===== src/rtl/tmds_encoder_dvi.sv =====
// Single-channel DVI TMDS encoder: 8b pixel / 2b control in, 10b symbol out.
// Two register stages: transition minimisation (q_m), then DC balance (o_tmds, cnt).
module tmds_encoder_dvi (
  input  logic       i_pixclk,
  input  logic       i_rst,
  input  logic [7:0] i_data,
  input  logic [1:0] i_ctrl,
  input  logic       i_de,
  output logic [9:0] o_tmds
);

  logic [3:0]        n1_data;
  logic              use_xnor;
  logic [8:0]        q_m_next;
  logic [8:0]        q_m;
  logic              de_q;
  logic [1:0]        ctrl_q;
  logic signed [4:0] cnt;
  logic [3:0]        n1_qm;
  logic signed [4:0] diff;
  logic signed [4:0] cnt_next;
  logic [9:0]        sym_next;

  always_comb begin
    n1_data = 4'd0;
    for (int i = 0; i < 8; i++) n1_data = n1_data + {3'b000, i_data[i]};
    use_xnor = (n1_data > 4'd4) || ((n1_data == 4'd4) && !i_data[0]);
    q_m_next = 9'd0;
    q_m_next[0] = i_data[0];
    for (int i = 1; i < 8; i++)
      q_m_next[i] = use_xnor ? ~(q_m_next[i-1] ^ i_data[i]) : (q_m_next[i-1] ^ i_data[i]);
    q_m_next[8] = ~use_xnor;
  end

  always_ff @(posedge i_pixclk) begin
    if (i_rst) begin
      q_m    <= 9'd0;
      de_q   <= 1'b0;
      ctrl_q <= 2'b00;
    end else begin
      q_m    <= q_m_next;
      de_q   <= i_de;
      ctrl_q <= i_ctrl;
    end
  end

  // Disparity math is done modulo 32: the true result always lies in -8..+8,
  // so the low five bits match a wider signed computation truncated to 5 bits.
  always_comb begin
    n1_qm = 4'd0;
    for (int i = 0; i < 8; i++) n1_qm = n1_qm + {3'b000, q_m[i]};
    diff     = $signed({n1_qm, 1'b0}) - 5'sd8;
    sym_next = 10'h354;
    cnt_next = 5'sd0;
    if (!de_q) begin
      case (ctrl_q)
        2'b00:   sym_next = 10'b1101010100;
        2'b01:   sym_next = 10'b0010101011;
        2'b10:   sym_next = 10'b0101010100;
        default: sym_next = 10'b1010101011;
      endcase
    end else if ((cnt == 5'sd0) || (diff == 5'sd0)) begin
      sym_next = {~q_m[8], q_m[8], (q_m[8] ? q_m[7:0] : ~q_m[7:0])};
      cnt_next = q_m[8] ? (cnt + diff) : (cnt - diff);
    end else if (((cnt > 5'sd0) && (diff > 5'sd0)) || ((cnt < 5'sd0) && (diff < 5'sd0))) begin
      sym_next = {1'b1, q_m[8], ~q_m[7:0]};
      cnt_next = cnt - diff + (q_m[8] ? 5'sd2 : 5'sd0);
    end else begin
      sym_next = {1'b0, q_m[8], q_m[7:0]};
      cnt_next = cnt + diff - (q_m[8] ? 5'sd0 : 5'sd2);
    end
  end

  always_ff @(posedge i_pixclk) begin
    if (i_rst) begin
      o_tmds <= 10'b1101010100;
      cnt    <= 5'sd0;
    end else begin
      o_tmds <= sym_next;
      cnt    <= cnt_next;
    end
  end

endmodule


===== config.mk =====
export PLATFORM = sky130hd
export DESIGN_NAME = tmds_encoder_dvi
export DESIGN_NICKNAME = d
export VERILOG_FILES = /design/src/rtl/tmds_encoder_dvi.sv
export SDC_FILE = /design/constraint.sdc
export NUM_CORES = 1
export LEC_CHECK = 0
export CORE_MARGIN = 2
export CORE_UTILIZATION = 40
export CTS_BUF_LIST = sky130_fd_sc_hd__clkbuf_2 sky130_fd_sc_hd__clkbuf_4 sky130_fd_sc_hd__clkbuf_8
export DETAILED_ROUTE_END_ITERATION = 10
export HOLD_SLACK_MARGIN = 0.05
export PLACE_DENSITY_LB_ADDON = 0.12
export SETUP_SLACK_MARGIN = 0.1
export SLEW_MARGIN = 20
export SYNTH_ARGS = -nofsm -noshare
export SYNTH_HDL_FRONTEND = slang
export SYNTH_SLANG_ARGS = --single-unit
export TNS_END_PERCENT = 20

===== constraint.sdc =====
create_clock -name i_pixclk -period 6.9 [get_ports i_pixclk]
set_input_delay 1.38 -clock i_pixclk [delete_from_list [all_inputs] [get_ports i_pixclk]]
set_output_delay 1.38 -clock i_pixclk [all_outputs]
set_load 0.01 [all_outputs]

-- Word level (Yosys, flattened, before mapping)
Cells that the tools add are included.
- output and inout bits: 10
- bits of input ports: 13
- register bits after elaboration: 27
- magnitude comparators: 5
- $add $sub $neg: 19
- equality and inequality tests: 3
- reductions and logical operators: 11
- mux-type cells: 17
- bitwise operators: 18
- operator list (operator ; count):
    $add A4 B1 Y4 ; 8
    $mux W10 ; 3
    $pmux W10 S3 ; 1
    $mux W5 ; 3
    $gt A5 B1 Y1 const B ; 2
    $logic_not A5 Y1 ; 2
    $lt A5 B1 Y1 const B ; 2
    $not A1 Y1 ; 10
    $add A3 B1 Y4 ; 2
    $mux W8 ; 1
    $not A8 Y8 ; 1
    $mux W1 ; 7
    $xor A1 B1 Y1 ; 7
    $add A2 B1 Y3 ; 2
    $add A5 B3 Y5 ; 1
    $add A5 B5 Y5 ; 1
    $sub A5 B3 Y5 ; 1
    $sub A5 B5 Y5 ; 1
    $sub A5 B5 Y5 const B ; 1
    $add A1 B1 Y2 ; 2
    $eq A4 B3 Y1 const B ; 1
    $gt A4 B3 Y1 const B ; 1
    $mux W2 ; 2
    $logic_and A1 B1 Y1 ; 3
    other kinds (6) ; 8

-- Longest topological paths before layout
Gate-level depths: netlist of the first run.
- depth in word-level cells: 29
- mapped depth: 16

-- Worst setup path after synthesis of the first run
Ideal clock, no wire load.
- path kind: input -> register
- from: input i_data[0]
- to: register q_m[5]
- setup slack: 2389 ps
- stages: 12
- arrival: 4383 ps
- library setup time: 128 ps
- path buffers: 0
- required time: 6772 ps
- cells stage by stage: inv_1 > fa_1 > fa_1 > fa_1 > inv_1 > ha_1 > fa_1 > nor3b_1 > o22ai_1 > xor2_1 > xor2_1 > nor2_1
- cells in the longest elaborated chain, start to end: 23
- RTL lines (item ; line ; text):
    from (decl) ; 6 ; input logic [7:0] i_data,
    branches (longest 22 deep; another with $add A3 B1 Y4) ; -- ;
    $mux W1 (*) ; 31 ; q_m_next[i] = use_xnor ? ~(q_m_next[i-1] ^ i_data[i]) : (q_m_next[i-1] ^ i_data[i]);
    to (signal assigned) ; 41 ; q_m <= q_m_next;
    to (decl) ; 15 ; logic [8:0] q_m;
Mark *: on every way between the ends.
A chain may end at the register's enable or synchronous reset.

-- Worst setup path in the final report of the first run
Same ends and word-level chain as after synthesis.

==> results of run 1 <==
[routing by layer]
layer  vias up  track usage (%)  wire, um
met5         -                0         0
met4         0             6.92        62
met3         4             2.50       101
met2        24             24.1      1580
met1       625             18.8      1600
li1        663                -         -
[synth_stat cells (2+ instances only)]
| cell | count |
|---|---|
| fa_1 | 10 |
| o31ai_1 | 3 |
| buf_6 | 2 |
| a211oi_1 | 6 |
| xnor2_1 | 14 |
| nor2b_1 | 4 |
| nor3_1 | 3 |
| nand3_1 | 2 |
| and3_1 | 2 |
| inv_1 | 31 |
| nor3b_1 | 5 |
| dfxtp_1 | 26 |
| a21oi_1 | 10 |
| nor2_1 | 15 |
| ha_1 | 25 |
| xor2_1 | 9 |
| nand2_1 | 4 |
| o21bai_1 | 2 |
| clkbuf_1 | 2 |
[per-stage QoR]
stage	setup slack, ns	utilization, %	instance area [um2]
6_report	1.93	49.7	2190
5_1_grt	1.75	49.7	2190
4_1_cts	1.92	49.7	2190
3_5_place_dp	1.62	48.0	2120
3_3_place_gp	1.76	48.0	2120
2_1_floorplan	2.39	-	1870
[cell usage in the layout, fill, tap and decap left out, drive strengths merged, types with 2 or more instances in the layout]
master,n
o31ai,4
nor3b,5
clkdlybuf4s50,22
nand3,2
nor3,3
and3,3
inv,31
nor2,15
xnor2,15
clkbuf,3
xor2,9
a21oi,11
ha,25
a211oi,6
nand2,4
nor2b,4
o21bai,3
fa,10
dfxtp,26
[flip-flops by register name (all words and copies together) (netlist names)]
signal,count
cnt,4
ctrl_q,2
de_q,1
o_tmds,10
q_m,9
[kinds of logic after synthesis]
family	synth area share, %
XOR/XNOR	14.2
AND/OR/NAND/NOR	11.3
adder cells (fa/ha/maj)	27.5
flip-flops	27.9
AO/OA/AOI/OAI	10.7
buffers and inverters	7.85
multiplexers	0.537
[critical path, stage by stage]
cell             delay (ns)
clkdlybuf4s50_1        0.51
inv_1                  0.10
fa_1                   0.55
fa_1                   0.43
fa_1                   0.49
inv_1                  0.04
ha_1                   0.21
fa_1                   0.51
nor3b_1                0.06
o22ai_1                0.30
xor2_1                 0.33
xor2_1                 0.17
nor2_1                 0.05
[final timing paths]
path	start	slack [ns]	depth (start not counted)	end
max	i_data[0]	1.93	13	q_m[5]
min	q_m[5]	0.59	2	o_tmds[5]
max reg2reg	q_m[0]	2.23	13	cnt[4]
min reg2reg	q_m[5]	0.59	2	o_tmds[5]
[cell type report]
class / instances / area (um2)
multi-input cells: 130 / 1200
flip-flops and latches: 26 / 520
well taps: 52 / 65.1
clock inverters: 1 / 30.0
clock buffers: 3 / 41.3
inverters: 31 / 116
repair buffers: 22 / 220
fillers: 416 / 2220
==> results.md, run 1 <==
Timing:
- The clock skew after layout is 0.000998 ns.
- Final hold analysis gives a worst-case slack of 0.585 ns.
- The remaining max-slew budget at the tightest pin is 59.9%.
- The pin slew with the least headroom to its limit is 0.596 ns.
- Setup violations remaining at the end of the flow were counted as 0.
- Setup repair after global routing left no endpoint under its margin.
- The achievable frequency is 0.201 GHz.
- After layout, the worst path uses 72.0% of the clock period.
- The final period demand of the worst path is 4.97 ns.
- For the final routed database, the setup TNS stands at 0 ns.
- The count of pins over their slew limit is 0.
- The number of failing hold endpoints at the final stage came to 0.

Floorplanning:
- The floorplan step set the die height to 72.3 um.
- The die is a little over 70 um wide.
- Pin placement for this block handled 23 I/O pins.
- The core region is about 0.0044 mm2.
- The number of rows created at floorplan is 24.
- The effective utilization at floorplan is between 40% and 50%.
- The floorplan die area is 0.00523 mm2.

Setup path:
- The type of the setup path with the least slack is in -> reg.
- At the worst endpoint, the arrival time is approximately 5.1 ns.
- The highest net fanout along the worst path is 3.
- The capturing element type of the critical path is a flop.
- For the worst setup path, the data required time is 7.06 ns.
- The startpoint type of the worst setup path is a primary input.

GRT:
- The global-route usage over all layers is about 15%.
- The number of global-route vias before repair is 1360.
- The global-route congestion overflow total is 0.
- Entering global routing, the biggest net connects 18 pins.
- The first global-routing pass estimated 6.02 mm of wire.
- The number of antenna violations at the first check in global routing is 0.

Synthesis:
- The gate count of the mapped netlist is 191.
- The number of nets in the synthesized netlist is 239.
- The fraction of the yosys area taken by sequential cells is 27.9%.
- The most used flip-flop cell after synthesis is dfxtp_1.
- The register bit total from synthesis is 26.
- The count of warnings emitted by yosys is 0.
- In this run the cell area of the synthesized design comes to roughly 0.0019 mm2.
- Sorting the synthesized cells by area gives the leading types as dfxtp_1, ha_1, fa_1, xnor2_1, inv_1.
- The count of cell types in the netlist is 35.
- The cell type with the highest aggregate area in the netlist is dfxtp_1.
- The per-instance average area after synthesis is 9.77 um2.
- The synthesized design contains 0 enable-type register cells.
- After synthesis, the share of flip-flops with an asynchronous set or reset is 0%.
- The share of the synthesized area in the top cell type is 27.9%.

Placement:
- The post-placement cell count is 261.
- The placer's final routability congestion estimate is 0.819.
- After legalization and detailed placement, the total HPWL measured 2.76 mm.
- The number of buffers added on ports is 22.

Clock tree:
- No sink is reached through more buffers than the 2 on the longest clock path.
- The total of cells resized after clock tree synthesis is 0.
- The number of buffers added by the clock tree synthesis step is 3.
- After clock tree synthesis, the clock-pin slew on the worst setup and hold paths is about 0.08 ns.
- The TritonCTS clock tree is built.
- The master cell of the clock root buffer is clkbuf_8.
- For this design, the CTS-stage hold fixing added 0 buffers.
- The clock insertion delay at the later pin of the skew report is about 0.28 ns.
- The buffer count from post-CTS setup fixing is 0.
- The depth of the CTS H-tree is 1.
- The number of sinks on the clock net is 26.

Detailed routing:
- The mean number of vias per cell is between 4 and 5.
- The residual antenna-violating net count after detailed routing is 0.
- The count of vias placed by the detailed router is between 1k and 1.5k.
- The number of DRC markers in iteration 0 is 62.
- The detailed-route wire length is about 3.3 mm.
- In the routed design, unresolved DRC markers number 0.
- The average detailed-routed wire length per instance is 12.6 um.
- The first detailed-routing pass took 4 iterations.

Run:
- The number of max-capacitance violations reported is 0.

Finish:
- The number of nets in the layout is 262.
- The antenna diode count is 0.
- In the final layout, the share of cells above drive strength 1 is 4.69%.
- The area added between synthesis and finish is 17.5%.
- The post-layout instance count excluding filler cells is 265.

Outcome:
- The run finished with clean final reports.

Min path:
- The path category of the worst min-delay check is reg -> reg.
Power of run 1 is left out: the tool's default activity adds up to more than one toggle a clock period on the data nets, which glitch-free logic cannot reach.
==> run 2: changes to the inputs <==
clock period = 4.5 ns   (was 6.9 ns; I/O delays follow)
==> results.md, run 2 (same netlist as run 1, synthesis figures left out) <==
GRT:
- The number of global-route vias before repair is 1423 (was 1360).
- The global-route usage over all layers is 15.6% (was 14.7%).
- The pin count of the biggest net entering global routing came to 18 (unchanged).
- The global-route congestion overflow total is 0 (unchanged).
- The first-pass GRT wire length is 6.42 mm (was 6.02 mm).
- The number of antenna violations at the first check in global routing is 0 (unchanged).

Setup path:
- The highest net fanout along the worst path came to 3 (unchanged).
- The arrival time reported for the critical path endpoint is 4.45 ns (was 5.12 ns).
- The destination of the worst register-to-register timing path is cnt[4] (unchanged).
- The depth of the most critical reg-to-reg path is 13 (unchanged).
- The type of the setup path with the least slack is in -> reg (unchanged).
- The launch instance of the worst register-to-register path is q_m[0] (unchanged).
- The endpoint of the most critical setup path is q_m[5] (unchanged).
- The startpoint type of the worst setup path was a primary input (unchanged).
- The start point of the critical path is i_data[1] (was i_data[0]).
- The data required time at the worst endpoint is 4.65 ns (was 7.06 ns).
- The capturing element type of the critical path is a flop (unchanged).
- The register-to-register path setup slack was 0.20 ns (was 2.23 ns).

Timing:
- The part of the cycle the worst path needs is 95.7%.
- The pin slew with the least headroom to its limit is 0.607 ns (was 0.596 ns).
- The number of failing setup endpoints in the final timing report is 0 (unchanged).
- The remaining max-slew budget at the tightest pin is 59.2% (was 59.9%).
- The clock skew after layout is 0.00916 ns (was 0.000998 ns).
- The achievable frequency is 0.232 GHz.
- The final period demand of the worst path is 4.31 ns.
- Unrepaired setup endpoints after global routing: yes (was no).
- The worst-case setup margin in the final layout is 0.194 ns (was 1.93 ns).
- The number of failing hold endpoints at the final stage came to 0 (unchanged).
- The count of pins over their slew limit was 0 (unchanged).

Floorplanning:
- The placeable core region came to 0.00441 mm2 (unchanged).
- The effective utilization at floorplan is 42.3% (unchanged).
- The width of the die is 72.3 um (unchanged).
- The vertical extent of the die came to 72.3 um (unchanged).
- The number of rows created at floorplan is 24 (unchanged).
- The floorplan die area is 0.00523 mm2 (unchanged).
- The count of boundary I/O pins is 23 (unchanged).

Run:
- The number of max-capacitance violations reported is 0 (unchanged).

Finish:
- The sequential cell area in the final layout is 522 um2 (was 520 um2).
- The final instance area is 0.00236 mm2 (was 0.00219 mm2).
- Commonest cells after routing, fill and taps aside: inv_1, dfxtp_1, ha_1 (unchanged).
- The post-route core utilization is 53.5% (was 49.7%).
- The number of nets in the layout is 273 (was 262).
- The antenna diode count is 0 (unchanged).
- The area of combinational cells with multiple inputs is 0.00130 mm2 (was 0.00120 mm2).
- The share of cells above drive strength 1 is 16.5% (was 4.69%).
- The largest register by flop count is o_tmds (unchanged).
- Largest registers: o_tmds x10, q_m x9, cnt x4 (unchanged).
- The number of filler cells placed in the layout is 388 (was 416).
- The flip-flop count of the largest register, all copies and words added is 10 (unchanged).
- The area added between synthesis and finish came to 26.6% (was 17.5%).
- The most common cell after layout, fill and taps aside is inv_1 (unchanged).

Detailed routing:
- The count of vias placed by the detailed router is 1345 (was 1316).
- The iteration count of the initial detailed-routing pass is 4 (unchanged).
- The average detailed-routed wire length per instance is 13.8 um (was 12.6 um).
- The detailed-route wire length is 3.81 mm (was 3.35 mm).
- The mean number of vias per cell is 4.87 (was 4.97).
- The residual antenna-violating net count after detailed routing is 0 (unchanged).
- The DRC violation count after routing is 0 (unchanged).
- The number of DRC markers in iteration 0 is 55 (was 62).

Clock tree:
- The clock input transition at the sequential cells of the worst setup and hold paths is 0.09 ns (was 0.08 ns).
- The TritonCTS clock tree is built (unchanged).
- The master cell of the clock root buffer is clkbuf_8 (unchanged).
- The number of sinks on the clock net is 26 (unchanged).
- The clock insertion delay at the later pin of the skew report is 0.27 ns (was 0.28 ns).
- The depth of the CTS H-tree came to 1 (unchanged).
- The maximum number of buffers from clock root to sink came to 2 (unchanged).
- The number of buffers added by the clock tree synthesis step is 3 (unchanged).
- The hold buffer count at CTS is 0 (unchanged).

Placement:
- The placer's final routability congestion estimate is 0.795 (was 0.819).
- The worst slack after detailed placement is -0.227 ns (was 1.62 ns).
- The number of buffers added on ports came to 22 (unchanged).
- The half-perimeter wire length after placement was 3.05 mm (was 2.76 mm).
- The placed instance area is 0.00220 mm2 (was 0.00212 mm2).

Min path:
- The path category of the worst min-delay check is reg -> reg (unchanged).

Outcome:
- Run status: finished clean (unchanged).
-- run 2: stage by stage --
stage	setup TNS [ns]	cells	hold WS [ns]
floorplan	0	191	0.530
global placement	-0.220	270	0.596
detailed placement	-0.681	270	0.583
CTS	0	275	0.594
global route	0	276	0.614
finish	0	276	0.584
-- run 2: layer usage --
layer / track usage, % / vias up / share of wire [%]
met3: 2.64 / 8 / 3.1
li1: - / 681 / -
met1: 20.3 / 631 / 45
met5: 0 / - / 0
met2: 25.9 / 25 / 49
met4: 6.08 / 0 / 2.3
-- run 2: layout make-up --
cell class / count / share of cell area (%)
Tap cell: 52 / 2.76
Inverter: 31 / 4.93
Multi-Input combinational cell: 130 / 55.0
Sequential cell: 26 / 22.1
Clock buffer: 4 / 2.33
Timing Repair Buffer: 33 / 12.9
-- run 2: worst min-delay path by stage --
stage                start         to  slack [ns]  depth (start not counted)
finish              q_m[5]  o_tmds[5]        0.58                          2
global route        q_m[5]  o_tmds[5]        0.61                          2
CTS                 q_m[0]  o_tmds[0]        0.59                          2
detailed placement  q_m[5]  o_tmds[5]        0.58                          2
global placement    q_m[7]  o_tmds[7]        0.60                          2
floorplan           q_m[8]  o_tmds[8]        0.53                          2
-- run 2: worst max-delay path, stage by stage --
cell	delay [ns]
clkdlybuf4s50_1	0.48
inv_1	0.06
fa_1	0.53
fa_1	0.45
fa_1	0.50
inv_1	0.05
ha_1	0.20
fa_1	0.45
nor3b_2	0.23
o22ai_2	0.15
xor2_2	0.24
xor2_1	0.17
nor2_1	0.05
-- run 2: timing repair --
action                                  in CTS  in global routing
buffers inserted                             1                  1
pin swaps                                    3                  8
gates resized for setup                      8                 10
endpoints found under the setup margin       7                  7
Power of run 2 is left out for the same reason.
==> RTL edit 1, RTL diff (settings of run 2) <==
Reset style: asynchronous (`i_rst`), changed in 2 clocked blocks.
--- a/src/rtl/tmds_encoder_dvi.sv
+++ b/src/rtl/tmds_encoder_dvi.sv
@@ -32,7 +32,7 @@
     q_m_next[8] = ~use_xnor;
   end
 
-  always_ff @(posedge i_pixclk) begin
+  always_ff @(posedge i_pixclk or posedge i_rst) begin
     if (i_rst) begin
       q_m    <= 9'd0;
       de_q   <= 1'b0;
@@ -71,7 +71,7 @@
     end
   end
 
-  always_ff @(posedge i_pixclk) begin
+  always_ff @(posedge i_pixclk or posedge i_rst) begin
     if (i_rst) begin
       o_tmds <= 10'b1101010100;
       cnt    <= 5'sd0;
Behaviour: differs if i_rst is asserted again (counterexample within 4 cycles, from zero or initial values and one cycle with i_rst high); with i_rst held inactive, the same outputs for 10 cycles.
==> RTL edit 1 against run 2 <==
  * Area after synthesis is 6.9% higher
  * Worst hold slack worse by 0.021 ns
  * Sequential share of layout area is 4.0 points higher
  * Design area is 6.4% higher
  * Sequential cell count stayed put
  * Via count is 4.2% higher
  * Synthesized cell count is 2.1% higher
  * Routed wire length is 1.3% lower
  * Worst setup slack worse by 0.020 ns
  * Critical path type is now reg2reg
  * Critical endpoint is now cnt[3]$_DFF_PP0_
  * Highest routed layer unchanged
Power is not shown: default switching activity piles up to over one toggle a cycle in this logic, so the estimate is an artifact.
==> RTL edit 1: results (changes against run 2) <==
* Outcome: complete, no violations
* Max FFs per register at 10 (unchanged)
* Initial DRT Pass Iterations at 4 (unchanged)
* Synth top area cells: dfrtp_1 26%, ha_1 15%, fa_1 10%
* Worst Skew at 0.002274 ns (-0.006889 ns)
* Mapped Nets at 242 (+1.3%)
* Asr flop ratio synth at 100.0% (+100 points)
* Inst Count DP at 287 (+6.3%)
* H-Tree Depth at 1 (unchanged)
* Largest net degree at the start of global routing at 27 (+9)
* DP Area at 2349 um2 (+7.0%)
* Routed WL at 3764 um (-1.3%)
* Worst Path Max Fanout at 6 (+3)
* Worst hold path class: reg2reg
* Clock latency on the worst-skew pair at 0.27 ns (about the same)
* Initial antenna violation count at 0 (unchanged)
* Clock slew at reported path FFs at 0.08 ns
* Number of antenna diodes at 0 (unchanged)
* Largest stage delay, worst path at 0.62 ns (+0.09 ns)
* Yosys cell types at 37 (+5.7%)
* # port buffers at 22 (unchanged)
* Slowest CP cell: fa_2
* Kind of cell adding the most delay to the critical path: adder cells
* Post-detail-place hpwl at 3035 um (-0.64%)
* Num CTS Buffers at 3 (unchanged)
* Routability Congestion at 0.8402 (+5.8%)
* Top cells by count, synth: 33 x inv_1, 24 x ha_1, 21 x dfrtp_1, 19 x xnor2_1, 18 x a21oi_1
* # fillers at 467 (+20%)
* Slew HR at 38.38% (-21 points)
* Initial DRC count at 37 (-33%)
* Layout Nets at 273 (unchanged)
* Multi-input logic area at 1269 um2 (-2.2%)
* Cell count after synthesis at 195 (+2.1%)
* Root buffer cell: clkbuf_8
* Maximum clock path buffer count at 2 (unchanged)
* Worst path arrival time at 4.53 ns (+0.08 ns)
* WL/cell at 12.89 um (-6.7%)
* Vias/cell at 4.801 (-1.5%)
* Share of layout cells above drive strength 1 at 17.78% (+1.3 points)
* Leading registers by flop count: o_tmds: 10 flops, q_m: 9 flops, cnt: 4 flops
* Global Route Usage Sum at 15.53% (-0.091 points)
* Global-route wire length before repair at 6679 um (+4.0%)
* Yosys warnings at 0 (unchanged)
* Number of global-route vias before repair at 1532 (+7.7%)
* Seq/Total Area, Yosys at 32.94% (+5.0 points)
[RTL edit 1: cell types whose count changed after synthesis, sizes merged, moves of 4 or more]
cell / before / now
a211oi: 6 / 0
o31ai: 4 / 0
o21ai: 1 / 5
a21oi: 11 / 18
nor3b: 5 / 0
xnor2: 15 / 20
nand2: 4 / 8
nor2: 15 / 5
dfxtp: 26 / 0
dfrtp: 0 / 21
dfstp: 0 / 5
[RTL edit 1: final cells by class]
cell class	instances	share of cell area (%)
well taps	67	3.337
multi-input cells	130	50.50
repair buffers	32	12.25
clock buffers	3	1.643
clock inverters	1	1.195
flip-flops and latches	26	26.15
inverters	33	4.930
[RTL edit 1: worst paths after layout]
path                                   from  cells past startpoint  slack (ns)                   to
hold / removal             q_m[4]$_DFF_PP0_                      2        0.56  o_tmds[4]$_DFF_PP1_
min in group asynchronous             i_rst                      2        1.14  ctrl_q[1]$_DFF_PP0_
setup / recovery           q_m[0]$_DFF_PP0_                     14        0.17     cnt[3]$_DFF_PP0_
setup reg to reg           q_m[0]$_DFF_PP0_                     14        0.17     cnt[3]$_DFF_PP0_
max in group asynchronous             i_rst                      2        2.80     cnt[3]$_DFF_PP0_
hold reg to reg            q_m[4]$_DFF_PP0_                      2        0.56  o_tmds[4]$_DFF_PP1_
[RTL edit 1: stage by stage]
step,setup slack [ns],hold WS (ns)
global route,-0.01505,0.6119
floorplan,0.1287,0.5113
detailed placement,-0.1185,0.5534
finish,0.1742,0.5633
CTS,0.09832,0.5739
global placement,-0.05238,0.5637
[RTL edit 1: cells by family after synthesis]
| family | Yosys count | synth area share [%] |
|---|---|---|
| xor gates and xnor gates | 27 | 12.92 |
| and+or+nand+nor | 27 | 7.027 |
| DFF | 26 | 32.94 |
| AOI/OAI and AO/OA | 38 | 11.61 |
| buffers and inverters | 39 | 7.717 |
| muxes | 4 | 2.698 |
| adders and majority gates | 34 | 25.09 |
[RTL edit 1: worst reg2reg max path: stages (launching register included)]
cell and delay [ns]:
dfrtp_1 0.40, fa_1 0.54, inv_1 0.05, fa_1 0.44
fa_1 0.51, inv_2 0.05, ha_4 0.16, fa_2 0.55
inv_2 0.06, fa_2 0.62, ha_4 0.16, xor2_1 0.14
mux2i_1 0.11, a211o_2 0.36, a21oi_2 0.12
[RTL edit 1: per-layer routing]
metal	vias up	global-route usage, %	part of all wire (%)
met2	33	25.76	48
li1	691	-	-
met3	2	5.355	5.7
met5	-	0	0
met1	676	19.64	46
met4	0	3.770	0.50
[RTL edit 1: what timing repair did]
action | in CTS | in global routing
pin swaps | 5 | 7
setup buffers | 1 | 0
endpoints found under the hold margin | 0 | 0
gates resized for setup | 10 | 9
endpoints found under the setup margin | 2 | 3
==> RTL edit 2, RTL diff (flow settings as in run 2) <==
Made on the original files. Add an input register stage for `i_data`, `i_ctrl` and `i_de`, with the module's reset; this delays them by one clock.
--- a/src/rtl/tmds_encoder_dvi.sv
+++ b/src/rtl/tmds_encoder_dvi.sv
@@ -8,6 +8,22 @@
   input  logic       i_de,
   output logic [9:0] o_tmds
 );
+
+  logic [7:0] i_data_q;
+  logic [1:0] i_ctrl_q;
+  logic i_de_q;
+
+  always_ff @(posedge i_pixclk) begin
+    if (i_rst) begin
+      i_data_q <= '0;
+      i_ctrl_q <= '0;
+      i_de_q   <= '0;
+    end else begin
+      i_data_q <= i_data;
+      i_ctrl_q <= i_ctrl;
+      i_de_q   <= i_de;
+    end
+  end
 
   logic [3:0]        n1_data;
   logic              use_xnor;
@@ -23,12 +39,12 @@
 
   always_comb begin
     n1_data = 4'd0;
-    for (int i = 0; i < 8; i++) n1_data = n1_data + {3'b000, i_data[i]};
-    use_xnor = (n1_data > 4'd4) || ((n1_data == 4'd4) && !i_data[0]);
+    for (int i = 0; i < 8; i++) n1_data = n1_data + {3'b000, i_data_q[i]};
+    use_xnor = (n1_data > 4'd4) || ((n1_data == 4'd4) && !i_data_q[0]);
     q_m_next = 9'd0;
-    q_m_next[0] = i_data[0];
+    q_m_next[0] = i_data_q[0];
     for (int i = 1; i < 8; i++)
-      q_m_next[i] = use_xnor ? ~(q_m_next[i-1] ^ i_data[i]) : (q_m_next[i-1] ^ i_data[i]);
+      q_m_next[i] = use_xnor ? ~(q_m_next[i-1] ^ i_data_q[i]) : (q_m_next[i-1] ^ i_data_q[i]);
     q_m_next[8] = ~use_xnor;
   end
 
@@ -39,8 +55,8 @@
       ctrl_q <= 2'b00;
     end else begin
       q_m    <= q_m_next;
-      de_q   <= i_de;
-      ctrl_q <= i_ctrl;
+      de_q   <= i_de_q;
+      ctrl_q <= i_ctrl_q;
     end
   end
 
Behaviour: not the same (a bounded check fails within 4 cycles, from zero or initial values and one cycle with i_rst high).
==> RTL edit 2 against run 2 <==
  * Non-clock buffer count shrank 3
  * Routed wire length shrank 1.3%
  * Area after synthesis grew 16%
  * Sequential cell count grew 11
  * Critical path depth grew 3
  * Worst setup slack gained 0.075 ns
  * Synthesized cell count grew 12%
  * Worst hold slack lost 0.16 ns
  * Design area grew 12%
  * Register-to-register slack gained 0.07 ns
  * Critical endpoint is now o_tmds[2]$_SDFF_PP1_
  * Highest routed layer unchanged
==> RTL edit 2: results (changes against run 2) <==
* Worst Path Max Fanout at 12 (+9)
* Global Route Usage Sum at 13.68% (-1.9 points)
* Initial DRC count at 30 (-45%)
* H-Tree Depth at 2 (+1)
* Initial DRT Pass Iterations at 4 (unchanged)
* Yosys cell types at 36 (+2.9%)
* Worst Min Path Start: i_de_q$_SDFF_PP0_
* Slew HR at 61.71% (+2.5 points)
* Synth Area in XOR/XNOR at 12.22% (-1.9 points)
* Share of layout cells above drive strength 1 at 13.36% (-3.2 points)
* Number of global-route vias before repair at 1448 (+1.8%)
* # fillers at 470 (+21%)
* Worst Skew at 0.007328 ns (-0.001836 ns)
* Maximum clock path buffer count at 2 (unchanged)
* Root buffer cell: clkbuf_8
* Adder-cell share of the synthesized area at 23.74% (-3.8 points)
* Synth top area cells: dfxtp_1 34%, ha_1 14%, fa_1 9.3%
* Global-route wire length before repair at 6520 um (+1.5%)
* Layout Nets at 294 (+7.7%)
* Seq/Total Area, Yosys at 34.28% (+6.4 points)
* Setup crit start: q_m[0]$_SDFF_PP0_
* Worst vdd ir at 0.3395 mV
* P_leak at 0.001152 uW
* Grt ovf at 0 (unchanged)
* Asr flop ratio synth at 0% (unchanged)
* Post-synthesis compound-gate area fraction at 9.265% (-1.5 points)
* Number of antenna diodes at 0 (unchanged)
* Initial antenna violation count at 0 (unchanged)
* Top cells by count, synth: 37 x dfxtp_1, 31 x inv_1, 25 x ha_1, 15 x nor2b_1
* Mapped Nets at 262 (+9.6%)
* Flop2flop setup slack at 0.27 ns (+0.07 ns)
* Worst reg2reg path endpoint: o_tmds[2]$_SDFF_PP1_
* Yosys warnings at 0 (unchanged)
* Reg2reg path depth at 16 (+3)
* Post-synthesis mux area share at 0.4632% (-0.073 points)
* Routability Congestion at 0.7676 (-3.4%)
* Worst path arrival time at 4.43 ns (-0.02 ns)
* Clock slew at reported path FFs at 0.08 ns
* # port buffers at 22 (unchanged)
* Leading registers by flop count: o_tmds: 10 flops, q_m: 9 flops, i_data_q: 8 flops
* Largest net degree at the start of global routing at 23 (+5)
* Worst hold path class: reg2reg
* WL/cell at 11.86 um (-14%)
* Internal Power at between 900 and 1000 uW
* Post-detail-place hpwl at 2920 um (-4.4%)
* Outcome: complete, no violations
* Vias/cell at 4.555 (-6.5%)
* Worst setup path category: reg2reg
* Num CTS Buffers at 5 (+2)
* CTS tree: yes
* Clock latency on the worst-skew pair at 0.29 ns (+0.02 ns)
RTL edit 2: cell count changes after synthesis, sizes merged:
cell	run 2	this run
and2	0	1
clkbuf	2	3
dfxtp	26	37
nor2	15	14
nor2b	4	15
xnor2	15	14
xor2	9	10
RTL edit 2: worst min path at each step:
stage | to | slack [ns] | depth (start not counted)
3_3_place_gp | de_q$_SDFF_PP0_ | 0.42 | 1
3_5_place_dp | de_q$_SDFF_PP0_ | 0.42 | 1
5_1_grt | de_q$_SDFF_PP0_ | 0.45 | 1
4_1_cts | de_q$_SDFF_PP0_ | 0.43 | 1
6_report | de_q$_SDFF_PP0_ | 0.43 | 1
2_1_floorplan | ctrl_q[0]$_SDFF_PP0_ | 0.41 | 1
RTL edit 2: layout make-up:
cell class / count / share of cell area [%]
Clock buffer: 5 / 2.594
Multi-Input combinational cell: 141 / 50.42
Timing Repair Buffer: 30 / 10.57
Clock inverter: 3 / 0.6604
Inverter: 31 / 4.481
Tap cell: 70 / 3.302
Sequential cell: 37 / 27.97
RTL edit 2: kinds of logic after synthesis:
family	count (synthesis)
adder cells (fa/ha/maj)	35
XOR/XNOR	26
AO/OA/AOI/OAI	29
flip-flops	37
AND/OR/NAND/NOR	50
multiplexers	1
buffers and inverters	36
RTL edit 2: power groups by stage:
stage               clock [uW]  sequential [uW]  combinational (uW)
floorplan                    0              391                 710
global placement             0              396                 922
detailed placement           0              396                 931
CTS                        234              388                 973
global route               250              394                1210
finish                     230              388                1050
RTL edit 2: per-stage QoR:
step	utilization (%)	worst slack (ns)	instances	instance area, um2
5_1_grt	51.28	0.07676	317	2653
6_report	51.28	0.2688	317	2653
4_1_cts	49.98	0.1244	316	2585
3_5_place_dp	48.09	0.05627	307	2487
2_1_floorplan	-	0.1353	214	2168
3_3_place_gp	48.09	0.1403	307	2487
RTL edit 2: layer usage:
metal  vias up  wire (um)  GRT usage (%)  share of wire, %
met1       670       1683          16.61                45
met3         2        140          4.186               3.7
met5         -          0              0                 0
li1        747          -              -                 -
met4         0         14          3.214              0.37
met2        25       1923          23.74                51
RTL edit 2: critical path, stage by stage, from the launching register on:
cell	delay [ns]
dfxtp_2	0.34
fa_1	0.52
inv_1	0.05
fa_1	0.45
fa_1	0.49
inv_1	0.04
ha_2	0.18
fa_2	0.43
xor2_4	0.21
ha_4	0.24
ha_4	0.15
o21bai_2	0.19
nor3_2	0.20
a21oi_2	0.05
buf_4	0.19
and3_1	0.20
o31ai_1	0.20
RTL edit 2: repair_timing:
item	CTS	global route
pin swaps	1	3
endpoints found under the setup margin	4	10
gates resized for setup	1	12
setup buffers	1	1
